**config.mk**
```make
export PLATFORM = sky130hd
export DESIGN_NAME = mem_access_unit_flat
export DESIGN_NICKNAME = d
export VERILOG_FILES = /design/src/rtl/mem_access_unit_pkg.sv /design/src/rtl/mem_access_unit_if.sv /design/src/rtl/mem_access_unit_load_align.sv /design/src/rtl/mem_access_unit.sv /design/src/flat_wrapper.sv
export SDC_FILE = /design/constraint.sdc
export NUM_CORES = 1
export LEC_CHECK = 0
export ABC_AREA = 1
export CAP_MARGIN = 20
export CORE_MARGIN = 8
export CORE_UTILIZATION = 49
export DETAILED_ROUTE_END_ITERATION = 12
export PLACE_DENSITY = 0.8
export SETUP_SLACK_MARGIN = 0.15
export SLEW_MARGIN = 30
export SYNTH_ARGS = -nofsm -noshare
export SYNTH_HDL_FRONTEND = slang
export SYNTH_SLANG_ARGS = --single-unit
```
**constraint.sdc**
```tcl
create_clock -name clk -period 6.6 [get_ports clk]
set_input_delay 1.32 -clock clk [delete_from_list [all_inputs] [get_ports clk]]
set_output_delay 1.32 -clock clk [all_outputs]
set_load 0.05 [all_outputs]
```
**src/rtl/mem_access_unit_pkg.sv**
```systemverilog
// Shared definitions for the MEM-stage load/store unit.
// Holds the width codes, the FSM state encoding and the width/alignment legality check.
package mem_access_unit_pkg;

    localparam logic [2:0] LS_B  = 3'b000;
    localparam logic [2:0] LS_H  = 3'b001;
    localparam logic [2:0] LS_W  = 3'b010;
    localparam logic [2:0] LS_BU = 3'b100;
    localparam logic [2:0] LS_HU = 3'b101;

    typedef enum logic [1:0] {
        StIdle,
        StReq,
        StWait,
        StDone
    } mem_state_e;

    // True when the width code exists and the address is naturally aligned for it.
    function automatic logic op_aligned_legal(input logic [2:0] funct3,
                                              input logic [1:0] addr_lo);
        logic ok;
        case (funct3)
            LS_B, LS_BU: ok = 1'b1;
            LS_H, LS_HU: ok = ~addr_lo[0];
            LS_W:        ok = (addr_lo == 2'b00);
            default:     ok = 1'b0;
        endcase
        return ok;
    endfunction

endpackage

```
**src/rtl/mem_access_unit_if.sv**
```systemverilog
// Data-memory request/response bus between the MEM stage and the data memory.
// The load/store unit is the master; the memory is the slave.
interface mem_access_unit_if;

    logic        dmem_req_valid;
    logic        dmem_req_ready;
    logic        dmem_req_we;
    logic [31:0] dmem_req_addr;
    logic [3:0]  dmem_req_be;
    logic [31:0] dmem_req_wdata;
    logic        dmem_resp_valid;
    logic [31:0] dmem_resp_rdata;

    modport master (
        output dmem_req_valid,
        output dmem_req_we,
        output dmem_req_addr,
        output dmem_req_be,
        output dmem_req_wdata,
        input  dmem_req_ready,
        input  dmem_resp_valid,
        input  dmem_resp_rdata
    );

    modport slave (
        input  dmem_req_valid,
        input  dmem_req_we,
        input  dmem_req_addr,
        input  dmem_req_be,
        input  dmem_req_wdata,
        output dmem_req_ready,
        output dmem_resp_valid,
        output dmem_resp_rdata
    );

endinterface

```
**src/rtl/mem_access_unit_load_align.sv**
```systemverilog
// Combinational lane logic: extracts and extends load data from the raw read word,
// and builds byte enables plus lane-replicated write data for stores.
module mem_access_unit_load_align
    import mem_access_unit_pkg::*;
(
    input  logic [2:0]  ld_funct3,
    input  logic [1:0]  ld_addr_lo,
    input  logic [31:0] ld_rdata,
    output logic [31:0] ld_data,
    input  logic [1:0]  st_width,
    input  logic [1:0]  st_addr_lo,
    input  logic [31:0] st_data,
    output logic [3:0]  st_be,
    output logic [31:0] st_wdata
);

    logic [7:0]  ld_byte;
    logic [15:0] ld_half;

    always_comb begin
        ld_byte = ld_rdata[{ld_addr_lo, 3'b000} +: 8];
        ld_half = ld_rdata[{ld_addr_lo[1], 4'b0000} +: 16];
        case (ld_funct3)
            LS_B:    ld_data = {{24{ld_byte[7]}}, ld_byte};
            LS_BU:   ld_data = {24'h000000, ld_byte};
            LS_H:    ld_data = {{16{ld_half[15]}}, ld_half};
            LS_HU:   ld_data = {16'h0000, ld_half};
            default: ld_data = ld_rdata;
        endcase
    end

    always_comb begin
        case (st_width)
            2'b00: begin
                st_be    = 4'b0001 << st_addr_lo;
                st_wdata = {4{st_data[7:0]}};
            end
            2'b01: begin
                st_be    = st_addr_lo[1] ? 4'b1100 : 4'b0011;
                st_wdata = {2{st_data[15:0]}};
            end
            default: begin
                st_be    = 4'b1111;
                st_wdata = st_data;
            end
        endcase
    end

endmodule

```
**src/rtl/mem_access_unit.sv**
```systemverilog
// MEM-stage load/store engine: one valid/ready bus transaction per load/store,
// then aligned load data toward MEM/WB; mem_busy locks the pipeline meanwhile.
module mem_access_unit
    import mem_access_unit_pkg::*;
#(
    parameter int unsigned TIMEOUT = 256
) (
    input  logic              clk,
    input  logic              rst,
    input  logic              flush,
    input  logic              op_read,
    input  logic              op_write,
    input  logic [2:0]        op_funct3,
    input  logic [31:0]       op_addr,
    input  logic [31:0]       op_wdata,
    mem_access_unit_if.master dmem,
    output logic [31:0]       mem_read_data,
    output logic              mem_busy,
    output logic              mem_err
);

    mem_state_e  state_q, state_d;
    logic [31:0] cnt_q, cnt_d;
    logic        we_q, we_d;
    logic [31:0] addr_q, addr_d;
    logic [3:0]  be_q, be_d;
    logic [31:0] wdata_q, wdata_d;
    logic [2:0]  funct3_q, funct3_d;
    logic [1:0]  lo_q, lo_d;
    logic [31:0] rdata_q, rdata_d;
    logic        err_q, err_d;

    logic        op_any, op_ok, start, reject, timed_out;
    logic [31:0] load_data, st_wdata;
    logic [3:0]  st_be;

    assign op_any    = op_read | op_write;
    assign op_ok     = op_aligned_legal(op_funct3, op_addr[1:0]) & ~(op_read & op_write);
    assign start     = (state_q == StIdle) & op_any & ~flush & op_ok;
    assign reject    = (state_q == StIdle) & op_any & ~flush & ~op_ok;
    assign timed_out = (TIMEOUT != 0) && (cnt_q == TIMEOUT - 1);

    // Load side uses the width/offset captured at start; store side the live op.
    mem_access_unit_load_align u_align (
        .ld_funct3  (funct3_q),
        .ld_addr_lo (lo_q),
        .ld_rdata   (dmem.dmem_resp_rdata),
        .ld_data    (load_data),
        .st_width   (op_funct3[1:0]),
        .st_addr_lo (op_addr[1:0]),
        .st_data    (op_wdata),
        .st_be      (st_be),
        .st_wdata   (st_wdata)
    );

    always_comb begin
        state_d  = state_q;
        cnt_d    = cnt_q;
        we_d     = we_q;
        addr_d   = addr_q;
        be_d     = be_q;
        wdata_d  = wdata_q;
        funct3_d = funct3_q;
        lo_d     = lo_q;
        rdata_d  = rdata_q;
        err_d    = 1'b0;
        unique case (state_q)
            StIdle: begin
                if (start) begin
                    state_d  = StReq;
                    we_d     = op_write;
                    addr_d   = {op_addr[31:2], 2'b00};
                    be_d     = st_be;
                    wdata_d  = st_wdata;
                    funct3_d = op_funct3;
                    lo_d     = op_addr[1:0];
                end
                err_d = reject;
            end
            StReq: begin
                if (dmem.dmem_req_ready) begin
                    state_d = StWait;
                    cnt_d   = 32'd0;
                end
            end
            StWait: begin
                cnt_d = cnt_q + 32'd1;
                // A response in the final allowed cycle still wins over the timeout.
                if (dmem.dmem_resp_valid) begin
                    state_d = StDone;
                    if (!we_q) rdata_d = load_data;
                end else if (timed_out) begin
                    state_d = StDone;
                    rdata_d = 32'd0;
                    err_d   = 1'b1;
                end
            end
            StDone:  state_d = StIdle;
            default: state_d = StIdle;
        endcase
    end

    always_ff @(posedge clk or posedge rst) begin
        if (rst) begin
            state_q  <= StIdle;
            cnt_q    <= 32'd0;
            we_q     <= 1'b0;
            addr_q   <= 32'd0;
            be_q     <= 4'd0;
            wdata_q  <= 32'd0;
            funct3_q <= 3'd0;
            lo_q     <= 2'd0;
            rdata_q  <= 32'd0;
            err_q    <= 1'b0;
        end else begin
            state_q  <= state_d;
            cnt_q    <= cnt_d;
            we_q     <= we_d;
            addr_q   <= addr_d;
            be_q     <= be_d;
            wdata_q  <= wdata_d;
            funct3_q <= funct3_d;
            lo_q     <= lo_d;
            rdata_q  <= rdata_d;
            err_q    <= err_d;
        end
    end

    assign dmem.dmem_req_valid = (state_q == StReq);
    assign dmem.dmem_req_we    = we_q;
    assign dmem.dmem_req_addr  = addr_q;
    assign dmem.dmem_req_be    = be_q;
    assign dmem.dmem_req_wdata = wdata_q;

    assign mem_read_data = rdata_q;
    assign mem_err       = err_q;
    assign mem_busy      = start | (state_q == StReq) | (state_q == StWait);

endmodule

```
**src/flat_wrapper.sv**
```systemverilog
// flat-port wrapper written by rule: the top's interface ports become plain ports
module mem_access_unit_flat import mem_access_unit_pkg::*;
#(
    parameter int unsigned TIMEOUT = 256
)
  (clk, rst, flush, op_read, op_write, op_funct3, op_addr, op_wdata, mem_read_data, mem_busy, mem_err, dmem_dmem_req_valid, dmem_dmem_req_we, dmem_dmem_req_addr, dmem_dmem_req_be, dmem_dmem_req_wdata, dmem_dmem_req_ready, dmem_dmem_resp_valid, dmem_dmem_resp_rdata);
  mem_access_unit_if dmem_i ();
  input  logic clk;
  input  logic rst;
  input  logic flush;
  input  logic op_read;
  input  logic op_write;
  input  logic [2:0] op_funct3;
  input  logic [31:0] op_addr;
  input  logic [31:0] op_wdata;
  output logic [31:0] mem_read_data;
  output logic mem_busy;
  output logic mem_err;
  output wire logic [$bits(dmem_i.dmem_req_valid)-1:0] dmem_dmem_req_valid;
  output wire logic [$bits(dmem_i.dmem_req_we)-1:0] dmem_dmem_req_we;
  output wire logic [$bits(dmem_i.dmem_req_addr)-1:0] dmem_dmem_req_addr;
  output wire logic [$bits(dmem_i.dmem_req_be)-1:0] dmem_dmem_req_be;
  output wire logic [$bits(dmem_i.dmem_req_wdata)-1:0] dmem_dmem_req_wdata;
  input wire logic [$bits(dmem_i.dmem_req_ready)-1:0] dmem_dmem_req_ready;
  input wire logic [$bits(dmem_i.dmem_resp_valid)-1:0] dmem_dmem_resp_valid;
  input wire logic [$bits(dmem_i.dmem_resp_rdata)-1:0] dmem_dmem_resp_rdata;
  assign dmem_dmem_req_valid = dmem_i.dmem_req_valid;
  assign dmem_dmem_req_we = dmem_i.dmem_req_we;
  assign dmem_dmem_req_addr = dmem_i.dmem_req_addr;
  assign dmem_dmem_req_be = dmem_i.dmem_req_be;
  assign dmem_dmem_req_wdata = dmem_i.dmem_req_wdata;
  assign dmem_i.dmem_req_ready = dmem_dmem_req_ready;
  assign dmem_i.dmem_resp_valid = dmem_dmem_resp_valid;
  assign dmem_i.dmem_resp_rdata = dmem_dmem_resp_rdata;
  mem_access_unit #(.TIMEOUT(TIMEOUT)) u_core (.clk(clk), .rst(rst), .flush(flush), .op_read(op_read), .op_write(op_write), .op_funct3(op_funct3), .op_addr(op_addr), .op_wdata(op_wdata), .dmem(dmem_i), .mem_read_data(mem_read_data), .mem_busy(mem_busy), .mem_err(mem_err));
endmodule
```
* Word level (Yosys, flattened, before mapping)
Index checks and enable logic that the tools add are counted.
** Storage, ports and cells
- Input bits :: 106
- Word-level logic and storage cells :: 74
- Flip-flop bits (word level) :: 139
** Operators by class
- Add/subtract/negate cells :: 1
- Equal/unequal tests :: 16
- Muxes and demuxes :: 18
- Shifts and indexed selects :: 3
- Reductions and logical operators :: 13
- Bitwise logic cells :: 13
** Operators by type and width (count)
- $mux 32 :: 4
- $pmux 32 s2 :: 2
- $pmux 32 s4 :: 1
- $add 32x1->32 const B :: 1
- $eq 32x8->1 const B :: 1
- $shiftx 32x6->16 :: 1
- $shiftx 32x6->8 :: 1
- $eq 3x3->1 const B :: 4
- $mux 2 :: 4
- $pmux 2 s4 :: 1
- $pmux 4 s2 :: 1
- $and 1x1->1 :: 6
- $eq 3x1->1 const B :: 2
- $logic_not 2->1 :: 3
- $logic_not 3->1 :: 2
- $reduce_and 3->1 :: 2
- $eq 2x1->1 const B :: 2
- $eq 2x2->1 const B :: 2
- $mux 4 :: 1
- $ne 2x1->1 const B :: 2
- $not 1->1 :: 4
- $reduce_and 2->1 :: 2
- $reduce_bool 2->1 :: 2
- $reduce_or 2->1 :: 2
- other kinds (8) :: 11

* Depth between registers and ports, before layout
Gate-level depths: netlist (run 1).
- Word-level depth :: 7
- Depth in mapped cells :: 13
- Gate-level depth less buffers :: 13

* Cells and area by module
A second synthesis (run 1) with hierarchy kept.
** Second synthesis, totals
- Cells, all modules :: 1151
- Area, all modules :: 7930.1 um^2
** By module, submodules not included
- mem_access_unit :: area each 6716.4 um^2, times used 1, sequential area each 3478.3 um^2, cells an instance 893
- mem_access_unit_load_align :: area each 1213.7 um^2, times used 1, sequential area each 0.0 um^2, cells an instance 258

* Least setup slack after synthesis (run 1)
Ideal clock, no wire load.
- Path kind :: input to output
- Start point :: input port op_funct3[1]
- End point :: output port mem_busy
- Setup slack :: 2653 ps
- Buffers on the path :: 3
- Arrival time :: 2627 ps
- Required time :: 5280 ps
- Stages on the path :: 8
- Path through :: buf_2 > nor2_4 > nor2_1 > nor2_2 > nand3_2 > buf_4 > buf_2 > nand3_1
** On the way
- Word-level cells in the longest chain between the ends :: 7
- Elaborated cells on any way between the ends :: 12
** Ends and longest elaborated chain
- from (decl) :: RTL line flat_wrapper.sv:13 : input logic [2:0] op_funct3;
- $eq 3x1->1, or another cell as far along :: RTL line mem_access_unit_pkg.sv:22 : case (funct3)
- $reduce_or 2->1 :: RTL line mem_access_unit_pkg.sv:22
- $pmux 1 s3 * :: RTL line mem_access_unit_pkg.sv:22
- $and 1x1->1 * :: RTL line mem_access_unit.sv:38 : assign op_ok = op_aligned_legal(op_funct3, op_addr[1:0]) & ~(op_read & op_write);
- $and 1x1->1 * :: RTL line mem_access_unit.sv:39 : assign start = (state_q == StIdle) & op_any & ~flush & op_ok;
- $or 1x1->1 * (2 in a row) :: RTL line mem_access_unit.sv:137 : assign mem_busy = start | (state_q == StReq) | (state_q == StWait);
- to (decl) :: RTL line flat_wrapper.sv:17 : output logic mem_busy;
Every way passes the cells marked *; elsewhere a longest branch is shown, timed or not.

* Final worst setup path (run 1)
- Start point :: input port op_funct3[0]
- End point :: output port mem_busy
The elaborated chain is that of the path after synthesis.

==> results.py, run 1 <==
metrics = {
    "timing": {
        "period_share": 0.7278,
        "hold_violations": 0,
        "period_minus_slack_ns": 4.804,
        "worst_pin_slew_ns": 0.8183,
        "finalMaxSlewViolations": 0,
        "holdWs_ns": 0.4806,
        "relSlewSlack": 0.4545,
        "timing.fmax_mhz": 208.2,
        "tns_ns": 0,
        "rsz0062_at_grt": "no",
        "fin_skew_ns": 0.007214,
        "finalSetupViolCount": 0,
        "fin_ws_ns": 1.796,
    },
    "die": {
        "die-area_um2": 19400,
        "die_x_um": 139.3,
        "die_h_um": 139.3,
        "io_pins": 210,
        "fp-row-count": 45,
        "start_util": 0.4955,
        "core_um2": 15030,
    },
    "clock_tree": {
        "clk_latency_ns": 0.42,
        "hold_buffers": 0,
        "cts-root-buf": "clkbuf_16",
        "cts_tree": "done",
        "cts_setup_buffers": 0,
        "cts_buffers": 17,
        "clock_sinks": 139,
        "clk_pin_slew_worst_paths_ns": 0.06,
        "h-tree-depth": 4,
        "cts_resized": 0,
        "cts.path.max_buffers": 2,
    },
    "layout": {
        "diodes": 0,
        "final_cell_mix": "368 x nand2_1, 207 x clkdlybuf4s50_1, 139 x dfrtp_1",
        "utilization": 0.6694,
        "area_delta_synth_final_pct": 35.09,
        "drive_above_1_share": 0.04468,
        "mostFrequentLayoutCell": "nand2_1",
        "finalNetCount": 1330,
    },
    "worst_hold_path": {
        "hold-path-endpoint": "u_core.dmem.dmem_req_addr[18]$_DFFE_PP0P_",
        "hp-class": "flip-flop to flip-flop",
        "hold_path_depth": 2,
        "min_from": "u_core.dmem.dmem_req_addr[18]$_DFFE_PP0P_",
    },
    "critical_path": {
        "ff2ff_setup_slack_ns": 3.43,
        "required_ns": 5.28,
        "crit_fanout": 11,
        "r2r-end": "u_core.funct3_q[1]$_DFFE_PP0P_",
        "r2r-start": "u_core.state_q[0]$_DFFE_PP0P_",
        "end_kind": "output port",
        "crit_arrival_ns": 3.48,
        "cp-start-kind": "input port",
        "critPathKind": "input port to output port",
        "reg2reg_depth": 9,
    },
    "routing": {
        "drc": 0,
        "drt_iter0_drc": 736,
        "firstDrtPassIters": 5,
        "postRouteWirelength_um": 22770,
        "ant_nets": 0,
        "avgRoutedWirePerCell_um": 16.05,
        "viasPerCell": 5.280,
        "via_count": 7492,
    },
    "logic_synthesis": {
        "synth_top_flop_cell": "dfrtp_1",
        "yosysTopAreaCell": "dfrtp_1",
        "netlist_instances": 1035,
        "synthArstFlopShare": 1.000,
        "synth_warnings": 0,
        "postSynthAreaPerCell_um2": 7.198,
        "synth-seq-area-share": 0.4669,
        "synth_seq_cells": 139,
        "synth_edf_count": 0,
        "synthDistinctLibCells": 33,
        "synth_top_cell_area_share": 0.4669,
        "syn_area_um2": 7450,
        "synth_area_leaders": "dfrtp_1 47%, nand2_1 19%, nor2_1 6.2%, nand3_1 5.4%, o21ai_0 4.6%",
    },
    "power": {
        "cellLeakagePower_nw": 4.725,
        "vdd_ir_drop_max_v": 0.0004614,
        "p_per_area_nw_per_um2": 466.0,
    },
    "grt": {
        "grt_pass1_wl_um": 37850,
        "antenna_found_initial": 0,
        "grt_pass1_vias": 7485,
        "grt_overflow_total": 0,
        "grt_start_max_net_pins": 89,
        "grt_usage": 0.2395,
    },
    "placed_design": {
        "pre_cts_ws_ns": 1.800,
        "port_buffers": 207,
        "gp_routability_congestion": 0.8909,
        "dp_hpwl_um": 16590,
    },
    "flow_run": {
        "drv_cap": 0,
    },
    "outcome": {
        "status": "finished clean",
    },
}
logic make-up (layout without fill, tap and decap cells):
logic type	Yosys count	in the layout	synth area share
other cells	1	2	0.0005034
buf+inv	131	326	0.07709
simple gates	603	603	0.3299
flops	139	139	0.4669
fa+ha+maj	5	5	0.008398
compound gates	156	156	0.1172
synthesized netlist by cell type (6+ instances only):
cell and instances:
a21oi_1 46, o21ai_1 9, nand2_1 368, a2bb2oi_1 8
o21a_1 7, inv_1 80, dfrtp_1 139, buf_6 6
nand4_1 10, nand3_1 80, nor2_2 7, nor2_1 123
o21ai_0 69, buf_2 15, clkbuf_1 18
power breakdown:
part	internal, W	switching, W
combinational	0.000779	0.00168
clock	0.000495	0.000367
sequential	0.00114	0.000221
worst max path at each step:
stage | start | to | slack (ns) | cells past startpoint
3_3_place_gp | op_funct3[0] | mem_busy | 1.85 | 7
6_report | op_funct3[0] | mem_busy | 1.80 | 7
5_1_grt | op_funct3[0] | mem_busy | 1.69 | 7
4_1_cts | op_funct3[0] | mem_busy | 1.78 | 7
2_1_floorplan | rst | u_core.cnt_q[0]$_DFFE_PP0P_ | 1.56 | 1
3_5_place_dp | op_funct3[0] | mem_busy | 1.80 | 7
critical path: stages:
cell and delay, ns:
clkdlybuf4s50_1 0.63, nor2_4 0.32, nor2_1 0.08, nor2_2 0.11, nand3_2 0.09, nand3_1 0.08
clkdlybuf4s50_1 0.85
layer usage:
metal | global-route usage | vias up | wire length, um
li1 | - | 3675 | -
met1 | 0.2968 | 3509 | 9660
met2 | 0.3682 | 271 | 10310
met3 | 0.09884 | 37 | 2257
met4 | 0.08723 | 0 | 544
met5 | 0 | - | 0
flip-flops by register name, summed over array words and instances (netlist names):
name and count:
u_core.funct3_q 3, u_core.mem_read_data 32, u_core.dmem.dmem_req_be 4, u_core.dmem.dmem_req_wdata 32, u_core.dmem.dmem_req_addr 30, u_core.state_q 2, u_core.lo_q 2, u_core.dmem.dmem_req_we 1
u_core.cnt_q 32, u_core.mem_err 1
metrics by stage:
| stage | std cells | power, W | cell area, um^2 |
|---|---|---|---|
| 5_1_grt | 1419 | 0.004949 | 10060 |
| 3_3_place_gp | 1388 | 0.003811 | 9533 |
| 2_1_floorplan | 1036 | 0.002986 | 7453 |
| 6_report | 1419 | 0.004690 | 10060 |
| 3_5_place_dp | 1388 | 0.003836 | 9533 |
| 4_1_cts | 1419 | 0.004721 | 10060 |
area by class of cell:
class | count | area [um^2]
clock buffer | 20 | 456.7
clock inverter | 11 | 72.57
tap | 188 | 235.2
fill | 1287 | 4970
timing repair buffer | 210 | 2095
multi-input combinational | 766 | 3401
sequential | 139 | 3478
inverter | 85 | 325.3
Power figures use the tool's default switching activity.
==> run 2, diff against run 1 <==
- clock period: 6.6 -> 4.6 ns (I/O delays scaled with it)
==> results.py, run 2 (same netlist as run 1, synthesis figures left out) <==
metrics = {
    "critical_path": {
        "crit_arrival_ns": 2.44,
        "critPathKind": "input port to output port",
        "cp_slowest_cell": "clkdlybuf4s50_1",
        "cp_cell_sequence": "clkdlybuf4s50_1 -> nor2_4 -> nor2_1 -> nor2_2 -> nand3_2 -> nand3_1 -> buf_12",
        "crit_fanout": 11,
        "required_ns": 3.68,
        "crit_family": "buffers and inverters",
        "worst-path-buf-inv": 2,
        "cp-start-kind": "input port",
        "end_kind": "output port",
        "slowest_delay_ns": 0.62,
    },
    "clock_tree": {
        "h-tree-depth": 4,
        "cts-root-buf": "clkbuf_16",
        "cts_resized": 0,
        "cts_tree": "done",
        "clk_pin_slew_worst_paths_ns": 0.06,
        "hold_buffers": 0,
        "cts.path.max_buffers": 2,
        "clk_latency_ns": 0.43,
        "cts_setup_buffers": 0,
        "cts_buffers": 17,
        "clock_sinks": 139,
    },
    "layout": {
        "mostFrequentLayoutCell": "nand2_1",
        "diodes": 0,
        "final_cell_mix": "368 x nand2_1, 206 x clkdlybuf4s50_1, 139 x dfrtp_1",
        "finalNetCount": 1334,
        "drive_above_1_share": 0.04935,
        "utilization": 0.6758,
        "area_delta_synth_final_pct": 36.38,
    },
    "placed_design": {
        "pre_cts_ws_ns": 1.062,
        "port_buffers": 207,
        "dp_hpwl_um": 16320,
        "gp_routability_congestion": 0.8978,
    },
    "grt": {
        "busiest_layer": "met2",
        "antenna_found_initial": 0,
        "grtUsageMet3": 0.1047,
        "grt_start_max_net_pins": 112,
        "grt_usage": 0.2351,
        "use_met2": 0.3698,
        "grt_overflow_total": 0,
        "grt_pass1_wl_um": 36800,
        "grt_pass1_vias": 7346,
        "met1_usage": 0.2836,
    },
    "die": {
        "core_um2": 15030,
        "die_x_um": 139.3,
        "start_util": 0.4955,
        "die_h_um": 139.3,
        "io_pins": 210,
        "die-area_um2": 19400,
        "fp-row-count": 45,
    },
    "routing": {
        "drc": 0,
        "viasPerCell": 5.239,
        "via_count": 7461,
        "ant_nets": 0,
        "drt_iter0_drc": 566,
        "avgRoutedWirePerCell_um": 15.70,
        "postRouteWirelength_um": 22360,
        "firstDrtPassIters": 6,
    },
    "power": {
        "cellLeakagePower_nw": 4.784,
        "p_per_area_nw_per_um2": 674.9,
        "vdd_ir_drop_max_v": 0.0005209,
    },
    "timing": {
        "timing.fmax_mhz": 297.5,
        "fin_skew_ns": 0.006138,
        "relSlewSlack": 0.4507,
        "tns_ns": 0,
        "finalMaxSlewViolations": 0,
        "period_minus_slack_ns": 3.362,
        "rsz0062_at_grt": "no",
        "hold_violations": 0,
        "period_share": 0.7308,
        "worst_pin_slew_ns": 0.8240,
        "holdWs_ns": 0.4780,
        "fin_ws_ns": 1.238,
        "finalSetupViolCount": 0,
    },
    "outcome": {
        "status": "finished clean",
    },
    "flow_run": {
        "drv_cap": 0,
    },
    "worst_hold_path": {
        "hp-class": "flip-flop to flip-flop",
    },
}
-- run 2: cell count changes in the layout (fill, tap and decap cells not counted), sizes merged --
cell and change:
buf +5, clkinv -1, clkinvlp -3, inv +5, clkdlybuf4s50 -1, bufinv +1, clkbuf -1
-- run 2: through the flow --
stage	instances	total power (W)	area (um^2)
6_report	1424	0.006856	10160
5_1_grt	1424	0.007228	10160
3_3_place_gp	1392	0.005490	9584
2_1_floorplan	1036	0.004284	7457
4_1_cts	1424	0.006887	10160
3_5_place_dp	1392	0.005517	9584
-- run 2: report_power, final --
group	internal (W)	switching [W]	leakage, nW	total [W]
logic	0.00115	0.00241	2.71	0.00356
clock network	0.000772	0.000569	0.287	0.00134
registers	0.00164	0.000313	1.79	0.00195
total	0.00356	0.00330	4.78	0.00686
-- run 2: cell type report --
type,count,area [um^2]
inverter,85,322.8
clock inverter,13,132.6
tap,188,235.2
multi-input combinational,766,3401
fill,1269,4873
clock buffer,19,442.9
sequential,139,3478
timing repair buffer,214,2147
-- run 2: worst min-delay path: cells and delay by family (launching register included) --
kind	cells	cell delay [ns]
flops	1	0.34
simple gates	2	0.10
-- run 2: worst paths after layout --
kind | start | endpoint | slack (ns) | depth (start not counted)
setup / recovery | op_funct3[0] | mem_busy | 1.24 | 7
hold reg to reg | u_core.dmem.dmem_req_addr[4]$_DFFE_PP0P_ | u_core.dmem.dmem_req_addr[4]$_DFFE_PP0P_ | 0.48 | 2
min in group asynchronous | rst | u_core.dmem.dmem_req_wdata[4]$_DFFE_PP0P_ | 0.92 | 2
hold / removal | u_core.dmem.dmem_req_addr[4]$_DFFE_PP0P_ | u_core.dmem.dmem_req_addr[4]$_DFFE_PP0P_ | 0.48 | 2
setup reg to reg | u_core.state_q[0]$_DFFE_PP0P_ | u_core.mem_read_data[4]$_DFFE_PP0P_ | 1.65 | 8
max in group asynchronous | rst | u_core.cnt_q[10]$_DFFE_PP0P_ | 2.73 | 3
-- run 2: metal layers --
metal | vias to the layer above | wire length [um] | part of all wire
met5 | - | 0 | 0
met4 | 0 | 414 | 0.019
met3 | 31 | 2448 | 0.11
met2 | 313 | 10320 | 0.46
met1 | 3431 | 9179 | 0.41
li1 | 3686 | - | -
==> run 3, diff against run 2 <==
- clock period: 4.6 -> 3.2 ns (I/O delays scaled with it)
==> results.py, run 3 (same netlist as run 1, synthesis figures left out) <==
metrics = {
    "timing": {
        "worst_pin_slew_ns": 0.7783,
        "period_minus_slack_ns": 2.694,
        "rsz0062_at_grt": "no",
        "timing.fmax_mhz": 371.2,
        "fin_ws_ns": 0.5063,
        "finalMaxSlewViolations": 0,
        "finalSetupViolCount": 0,
        "fin_skew_ns": 0.005785,
        "tns_ns": 0,
        "period_share": 0.8418,
        "hold_violations": 0,
        "relSlewSlack": 0.4811,
    },
    "critical_path": {
        "crit_arrival_ns": 2.05,
        "end_kind": "output port",
        "cp-start-kind": "flip-flop",
        "cp_slowest_cell": "clkdlybuf4s50_1",
        "cp_cell_sequence": "inv_1 -> ha_1 -> clkdlybuf4s50_1",
        "required_ns": 2.56,
        "reg2reg_depth": 8,
        "r2r-start": "u_core.state_q[0]$_DFFE_PP0P_",
        "critPathKind": "flip-flop to output port",
        "crit_fanout": 4,
        "ff2ff_setup_slack_ns": 0.94,
        "slowest_delay_ns": 0.90,
        "r2r-end": "u_core.mem_read_data[7]$_DFFE_PP0P_",
    },
    "clock_tree": {
        "cts_buffers": 17,
        "hold_buffers": 0,
        "cts_tree": "done",
        "cts.path.max_buffers": 2,
        "clock_sinks": 139,
        "clk_pin_slew_worst_paths_ns": 0.06,
        "cts_setup_buffers": 0,
        "clk_latency_ns": 0.42,
        "cts-root-buf": "clkbuf_16",
        "cts_resized": 0,
        "h-tree-depth": 4,
    },
    "routing": {
        "ant_nets": 0,
        "firstDrtPassIters": 5,
        "drt_iter0_drc": 593,
        "viasPerCell": 5.240,
        "drc": 0,
        "via_count": 7504,
        "avgRoutedWirePerCell_um": 15.94,
        "postRouteWirelength_um": 22820,
    },
    "layout": {
        "mostFrequentLayoutCell": "nand2_1",
        "final_cell_mix": "368 x nand2_1, 206 x clkdlybuf4s50_1, 139 x dfrtp_1",
        "area_delta_synth_final_pct": 37.84,
        "drive_above_1_share": 0.05305,
        "finalNetCount": 1343,
        "diodes": 0,
        "fill_cells": 1279,
    },
    "worst_hold_path": {
        "min_from": "u_core.dmem.dmem_req_addr[11]$_DFFE_PP0P_",
        "hold-path-endpoint": "u_core.dmem.dmem_req_addr[11]$_DFFE_PP0P_",
        "hold_path_depth": 2,
        "hp-class": "flip-flop to flip-flop",
    },
    "grt": {
        "grt_pass1_vias": 7340,
        "grt_overflow_total": 0,
        "grt_start_max_net_pins": 140,
        "grt_usage": 0.2375,
        "antenna_found_initial": 0,
        "grt_pass1_wl_um": 37400,
    },
    "die": {
        "start_util": 0.4955,
        "die_x_um": 139.3,
        "die_h_um": 139.3,
        "core_um2": 15030,
        "die-area_um2": 19400,
        "io_pins": 210,
        "fp-row-count": 45,
    },
    "power": {
        "switching_power_w": 0.004683,
        "comb_power_share": 0.518,
        "p_int_w": 0.005361,
        "pwr-share-seq": 0.276,
        "power_switching_share": 0.4662,
        "cellLeakagePower_nw": 4.833,
        "vdd_ir_drop_max_v": 0.0006904,
        "p_per_area_nw_per_um2": 978.1,
        "clkPwrFrac": 0.206,
    },
    "placed_design": {
        "gp_routability_congestion": 0.8890,
        "dp_hpwl_um": 16760,
        "port_buffers": 207,
        "pre_cts_ws_ns": 0.5106,
    },
    "flow_run": {
        "drv_cap": 0,
    },
    "outcome": {
        "status": "finished clean",
    },
}
[run 3: changes by cell type in the layout (fill, tap and decap cells not counted), sizes merged]
cell | before | now
buf | 8 | 17
bufinv | 1 | 4
clkbuf | 19 | 21
clkinv | 6 | 3
clkinvlp | 1 | 3
inv | 90 | 85
[run 3: stage by stage]
| step | util | std cells | hold WS, ns | instance area (um^2) | total power (W) |
|---|---|---|---|---|---|
| 2_1_floorplan | - | 1036 | 0.4665 | 7457 | 0.006159 |
| 3_3_place_gp | 0.6420 | 1401 | 0.4616 | 9652 | 0.007929 |
| 3_5_place_dp | 0.6420 | 1401 | 0.4642 | 9652 | 0.007971 |
| 4_1_cts | 0.6831 | 1432 | 0.4850 | 10270 | 0.01010 |
| 5_1_grt | 0.6831 | 1432 | 0.5131 | 10270 | 0.01058 |
| 6_report | 0.6831 | 1432 | 0.4801 | 10270 | 0.01004 |
[run 3: cell type report]
| class | instances | area [um^2] | share of cell area |
|---|---|---|---|
| timing repair buffer | 223 | 2215 | 0.2157 |
| clock buffer | 21 | 450.4 | 0.04386 |
| multi-input combinational | 766 | 3401 | 0.3312 |
| clock inverter | 10 | 166.4 | 0.01621 |
| sequential | 139 | 3478 | 0.3387 |
| tap | 188 | 235.2 | 0.02291 |
| inverter | 85 | 322.8 | 0.03144 |
[run 3: worst max-delay path by stage]
stage | start | to | slack (ns)
4_1_cts | u_core.state_q[1]$_DFFE_PP0P_ | dmem_dmem_req_valid | 0.47
5_1_grt | u_core.state_q[1]$_DFFE_PP0P_ | dmem_dmem_req_valid | 0.43
2_1_floorplan | op_funct3[1] | mem_busy | 0.61
6_report | u_core.state_q[1]$_DFFE_PP0P_ | dmem_dmem_req_valid | 0.51
3_3_place_gp | op_funct3[0] | u_core.dmem.dmem_req_wdata[8]$_DFFE_PP0P_ | 0.54
3_5_place_dp | op_funct3[0] | u_core.dmem.dmem_req_wdata[10]$_DFFE_PP0P_ | 0.51
[run 3: per-layer routing]
| metal | part of all wire | track usage |
|---|---|---|
| met5 | 0 | 0 |
| met1 | 0.42 | 0.2916 |
| met3 | 0.092 | 0.08755 |
| met4 | 0.014 | 0.07337 |
| met2 | 0.47 | 0.3819 |
[run 3: critical path: cells and delay by family (launching register included)]
family / cells / cell delay [ns]
flip-flops: 1 / 0.39
adder cells (fa/ha/maj): 1 / 0.23
buffers and inverters: 2 / 1.00
[run 3: power groups by stage]
stage	logic [W]	clock network, W	registers [W]
2_1_floorplan	0.00155	0	0.00461
4_1_cts	0.00522	0.00211	0.00277
3_5_place_dp	0.00520	0	0.00277
3_3_place_gp	0.00517	0	0.00276
6_report	0.00520	0.00207	0.00277
5_1_grt	0.00556	0.00217	0.00284
==> edit 1, RTL diff (config.mk and constraints of run 1) <==
Register the output `mem_err` once more, cleared by the reset; this adds one clock of latency there. The other outputs are not delayed to match.
--- a/src/rtl/mem_access_unit.sv
+++ b/src/rtl/mem_access_unit.sv
@@ -135,3 +135,9 @@
     assign mem_read_data = rdata_q;
-    assign mem_err       = err_q;
+    always_ff @(posedge clk or posedge rst) begin
+        if (rst) begin
+            mem_err <= '0;
+        end else begin
+            mem_err <= err_q;
+        end
+    end
     assign mem_busy      = start | (state_q == StReq) | (state_q == StWait);
Check against the original RTL: not equivalent (Yosys sat finds a counterexample within 4 cycles, from zero or initial values and one cycle with rst high).
==> edit 1 against run 1 <==
- global-route usage down 0.55 points
- setup slack better by 0.044 ns
- clock skew about the same
- count of clock-buffer cells in the layout down 1
- final area up 1.0%
- sequential power about the same
- sequential cell count up 1
- wire length down 0.40%
- die area up 0.30%
- power up 2.8%
- area after synthesis up 0.34%
- via count up 1.3%
- synthesized cell count about the same
- largest cell class unchanged
- largest power group unchanged
==> edit 1: results (changes against run 1) <==
Yosys
  – Area fraction in compound gates after synthesis: 11.7% (-0.039 points)
  – Synth Area in XOR/XNOR: 0% (unchanged)
  – Sequential-to-total area share from yosys stat: 46.9% (+0.18 points)
  – Cell variety after synth: 33 (unchanged)
  – Top cells by area, synth: dfrtp_1, nand2_1, nor2_1
  – Multiplexer share of the synthesized area: 0% (unchanged)
  – Most frequent cells after synthesis: nand2_1, dfrtp_1, nor2_1
  – Async SR Flop Fraction: 100% (unchanged)
  – Warnings, synthesis: 0 (unchanged)
  – Adder-cell share of the synthesized area: 0.837% (-0.0028 points)
  – Synth Area per Inst: 7.21 µm² (+0.24%)

Setup path
  – Worst reg2reg path startpoint: u_core.state_q[1]$_DFFE_PP0P_
  – Worst Reg2Reg Path Length in Cells: 9 (unchanged)
  – Setup crit start: op_funct3[0]
  – Largest stage delay on the critical path: around 0.84 ns
  – Flop2flop setup slack: 3.41 ns (-0.02 ns)
  – Arr. time, crit path: 3.44 ns (-0.04 ns)
  – Worst-path fanout max: 11 (unchanged)
  – Slowest CP cell: clkdlybuf4s50_1
  – Reg-to-reg endpoint: u_core.funct3_q[1]$_DFFE_PP0P_

STA
  – Max Clock Skew: 0.00744 ns (+0.000230 ns)
  – Least-Margin Pin Slew: 0.845 ns (+0.0263 ns)

Power
  – Pleak: 4.77 nW (+0.97%)
  – Worst VDD drop: 325 µV (-30%)

Worst hold path
  – Hold path start: u_core.err_q$_DFF_PP0_
  – WHS Endpoint: u_core.mem_err$_DFF_PP0_
  – Hold depth: 0 (-2)
  – Worst Hold Class: reg -> reg

Placement
  – Placed insts: 1389 (+0.072%)
  – Placer Congestion: 0.893 (+0.26%)
  – # port buffers: 207 (unchanged)
  – Hpwl dp: 16.4 mm (-1.1%)

Clocking
  – TritonCTS buffer count: 17 (unchanged)
  – H-tree levels: 4 (unchanged)
  – Clock root buffer: clkbuf_16
  – Max clock buf depth: 2 (unchanged)
  – Resized Gates After CTS: 0 (unchanged)
  – Skew-Pair Late Insertion Delay: 0.42 ns (about the same)
  – Reg clk slew, reported paths: 0.06 ns (about the same)
  – # Post-CTS Setup Buffers: 0 (unchanged)

Routing
  – Routed vias/inst: 5.34 (+1.2%)
  – DRT Pass-1 Iters: 5 (unchanged)
  – Via count: 7591 (+1.3%)
  – DR iter-0 viols: 619 (-16%)
  – Routed WL: 22.7 mm (-0.40%)

Layout
  – Share of cells above drive strength 1: 4.54% (+0.074 points)
  – Antenna fix cells: 0 (unchanged)
  – Final net count: 1331 (+0.075%)
  – Layout fillers: 1223 (-5.0%)

GRT
  – Initial antenna violation count: 0 (unchanged)
  – Vias in the first global route: 7369 (-1.5%)
  – First-pass GRT wire length: 37.0 mm (-2.3%)
  – Largest net degree at the start of global routing: 87 (-2.2%)
  – Total GRT Usage: 23.4% (-0.55 points)

Status
  – Outcome: finished, final reports clean
edit 1: changes by cell type after synthesis, sizes merged:
cell / change
dfrtp: +1
edit 1: routing by layer:
metal  wire length, µm  share of wire [%]  global-route usage, %
met1              9250                 41                   27.9
met4               418                1.8                   7.51
met2             10300                 46                   36.8
met5                 0                  0                      0
met3              2670                 12                   10.9
edit 1: worst max-delay path by stage:
stage	to	slack, ns	depth (start not counted)
6_report	mem_busy	1.84	7
3_5_place_dp	mem_busy	1.85	7
5_1_grt	mem_busy	1.71	7
2_1_floorplan	u_core.cnt_q[0]$_DFFE_PP0P_	1.53	1
4_1_cts	mem_busy	1.84	7
3_3_place_gp	mem_busy	1.88	7
edit 1: critical path, delay by kind of cell:
family / cells / cell delay [ns]
buf+inv: 2 / 1.45
simple gates: 5 / 0.66
edit 1: area by class of cell:
class	count	area [µm²]	area share (%)
Clock buffer	19	443	4.36
Clock inverter	13	165	1.62
Inverter	85	325	3.20
Multi-Input combinational cell	766	3400	33.4
Sequential cell	140	3500	34.5
Tap cell	188	235	2.31
Timing Repair Buffer	210	2090	20.6
edit 1: cell families (layout without fill, tap and decap cells):
logic type | after synthesis | after routing
buf+inv | 131 | 327
simple gates | 603 | 603
fa+ha+maj | 5 | 5
other cells | 1 | 2
compound gates | 156 | 156
flops | 140 | 140
edit 1: power breakdown:
part	switching, mW	internal [mW]	total [mW]
Combinational	1.69	0.779	2.47
Clock	0.383	0.606	0.988
Sequential	0.216	1.15	1.37
Total	2.29	2.54	4.82
edit 1: per-stage QoR:
stage	instance area, µm²	hold WS, ns	setup slack [ns]
global placement	9560	0.334	1.88
CTS	10200	0.358	1.84
floorplan	7480	0.331	1.53
global route	10200	0.372	1.71
detailed placement	9560	0.342	1.85
finish	10200	0.353	1.84
==> edit 2, RTL diff (config.mk and constraints of run 1) <==
Without the edit above. `TIMEOUT` is set to 256 in 2 places; all go to 192.
--- a/src/rtl/mem_access_unit.sv
+++ b/src/rtl/mem_access_unit.sv
@@ -5,3 +5,3 @@
 #(
-    parameter int unsigned TIMEOUT = 256
+    parameter int unsigned TIMEOUT = 192
 ) (
--- a/src/flat_wrapper.sv
+++ b/src/flat_wrapper.sv
@@ -3,3 +3,3 @@
 #(
-    parameter int unsigned TIMEOUT = 256
+    parameter int unsigned TIMEOUT = 192
 )
Function: no difference found for any inputs over 4 cycles, from zero or initial values and one cycle with rst high; that may be too few to reach the edited logic, so the function may still have changed.
==> edit 2 against run 1 <==
- setup slack worse by 0.020 ns
- final area grew 1.2%
- sequential cell count did not move
- clock skew hardly changed
- area after synthesis up 0.30%
- power rose by 4.6%
- wire length decreased by 2.3%
- fmax decreased by 0.41%
- non-clock buffer count rose by 2
- critical endpoint unchanged
- largest power group unchanged
==> edit 2: results (changes against run 1) <==
Yosys
  – Sequential-to-total area share from yosys stat: 46.6% (-0.14 points)
  – Post-synth top area share: 46.6% (-0.14 points)
  – Top cells by area, synth: dfrtp_1, nand2_1, nor2_1
  – Most frequent cells after synthesis: nand2_1, dfrtp_1, nor2_1

Layout
  – Antenna fix cells: 0 (unchanged)

Placement
  – Hpwl dp: 16.2 mm (-2.6%)
  – Placer Congestion: 0.900 (+1.0%)

STA
  – Worst relative slew slack: 43.0% (-2.4 points)
  – Max Clock Skew: 0.00756 ns (+0.000342 ns)

Routing
  – DR iter-0 viols: 632 (-14%)
  – Via count: 7371 (-1.6%)
  – Avg WL per Cell: 15.8 µm (-1.4%)

GRT
  – First-pass GRT wire length: 37.1 mm (-2.0%)
  – Total GRT Usage: 23.5% (-0.49 points)
  – GRT met1 Usage: 29.4% (-0.28 points)
  – Largest net degree at the start of global routing: 101 (+13%)
  – Vias in the first global route: 7269 (-2.9%)
  – M3 GR Usage: 7.08% (-2.8 points)
  – Met2 Use GR: 37.2% (+0.36 points)

Power
  – Worst VDD drop: 385 µV (-17%)
  – Pleak: 4.73 nW (+0.19%)
  – Net switching component of the power: 2.33 mW (+2.6%)

Status
  – Outcome: finished, final reports clean

Setup path
  – Arr. time, crit path: 3.50 ns (+0.02 ns)

Worst hold path
  – Worst Hold Class: reg -> reg
==> edit 2: cell types whose count changed after synthesis, moves of 4 or more <==
cell / run 1 / this run
or2_2: 1 / 8
nand4_1: 10 / 14
o21ai_0: 69 / 80
inv_1: 80 / 70
nand3_1: 80 / 70
nor2_1: 123 / 118
o21ai_1: 9 / 4
nand2_1: 368 / 358
==> edit 2: final timing paths <==
path	to	cells after the start	startpoint	slack [ns]
setup / recovery	mem_busy	7	op_funct3[1]	1.78
hold / removal	u_core.dmem.dmem_req_addr[17]$_DFFE_PP0P_	2	u_core.dmem.dmem_req_addr[17]$_DFFE_PP0P_	0.48
setup reg to reg	u_core.mem_read_data[6]$_DFFE_PP0P_	8	u_core.state_q[0]$_DFFE_PP0P_	3.89
hold reg to reg	u_core.dmem.dmem_req_addr[17]$_DFFE_PP0P_	2	u_core.dmem.dmem_req_addr[17]$_DFFE_PP0P_	0.48
max in group asynchronous	u_core.mem_read_data[30]$_DFFE_PP0P_	3	rst	4.19
min in group asynchronous	u_core.dmem.dmem_req_addr[24]$_DFFE_PP0P_	2	rst	1.40
==> edit 2: cells by family (layout without fill, tap and decap cells) <==
group / Yosys count / count (layout) / share of synthesized area [%]
adders and majority gates: 5 / 5 / 0.837
xor gates and xnor gates: 1 / 1 / 0.117
other: 1 / 2 / 0.0502
DFF: 139 / 139 / 46.6
and+or+nand+nor: 592 / 592 / 33.3
buffers and inverters: 122 / 320 / 7.22
AOI/OAI and AO/OA: 159 / 159 / 11.9
==> edit 2: cell type report <==
type | count | area [µm²]
Multi-Input combinational cell | 759 | 3460
Tap cell | 188 | 235
Inverter | 76 | 295
Fill cell | 1279 | 4850
Clock buffer | 20 | 447
Timing Repair Buffer | 212 | 2110
Clock inverter | 12 | 163
Sequential cell | 139 | 3480
==> edit 2: routing by layer <==
layer  wire length [µm]  up-vias
li1                   -     3647
met1               9340     3430
met2              10400      253
met3               1850       41
met4                639        0
met5                  0        -
==> edit 2: power groups by stage <==
stage          Combinational [mW]  Clock, mW  Sequential, mW
6_report                     2.55      0.992            1.36
5_1_grt                      2.73       1.05            1.40
4_1_cts                      2.57       1.01            1.36
3_5_place_dp                 2.56          0            1.36
3_3_place_gp                 2.54          0            1.36
2_1_floorplan               0.766          0            2.28
==> edit 2: stage by stage <==
stage / instance area [µm²] / hold slack (ns) / setup slack, ns / power (mW) / cells
detailed placement: 9570 / 0.464 / 1.75 / 3.92 / 1374
finish: 10200 / 0.477 / 1.78 / 4.91 / 1406
global route: 10200 / 0.508 / 1.62 / 5.17 / 1406
global placement: 9570 / 0.461 / 1.78 / 3.90 / 1374
CTS: 10200 / 0.481 / 1.75 / 4.94 / 1406
floorplan: 7480 / 0.467 / 1.56 / 3.04 / 1020
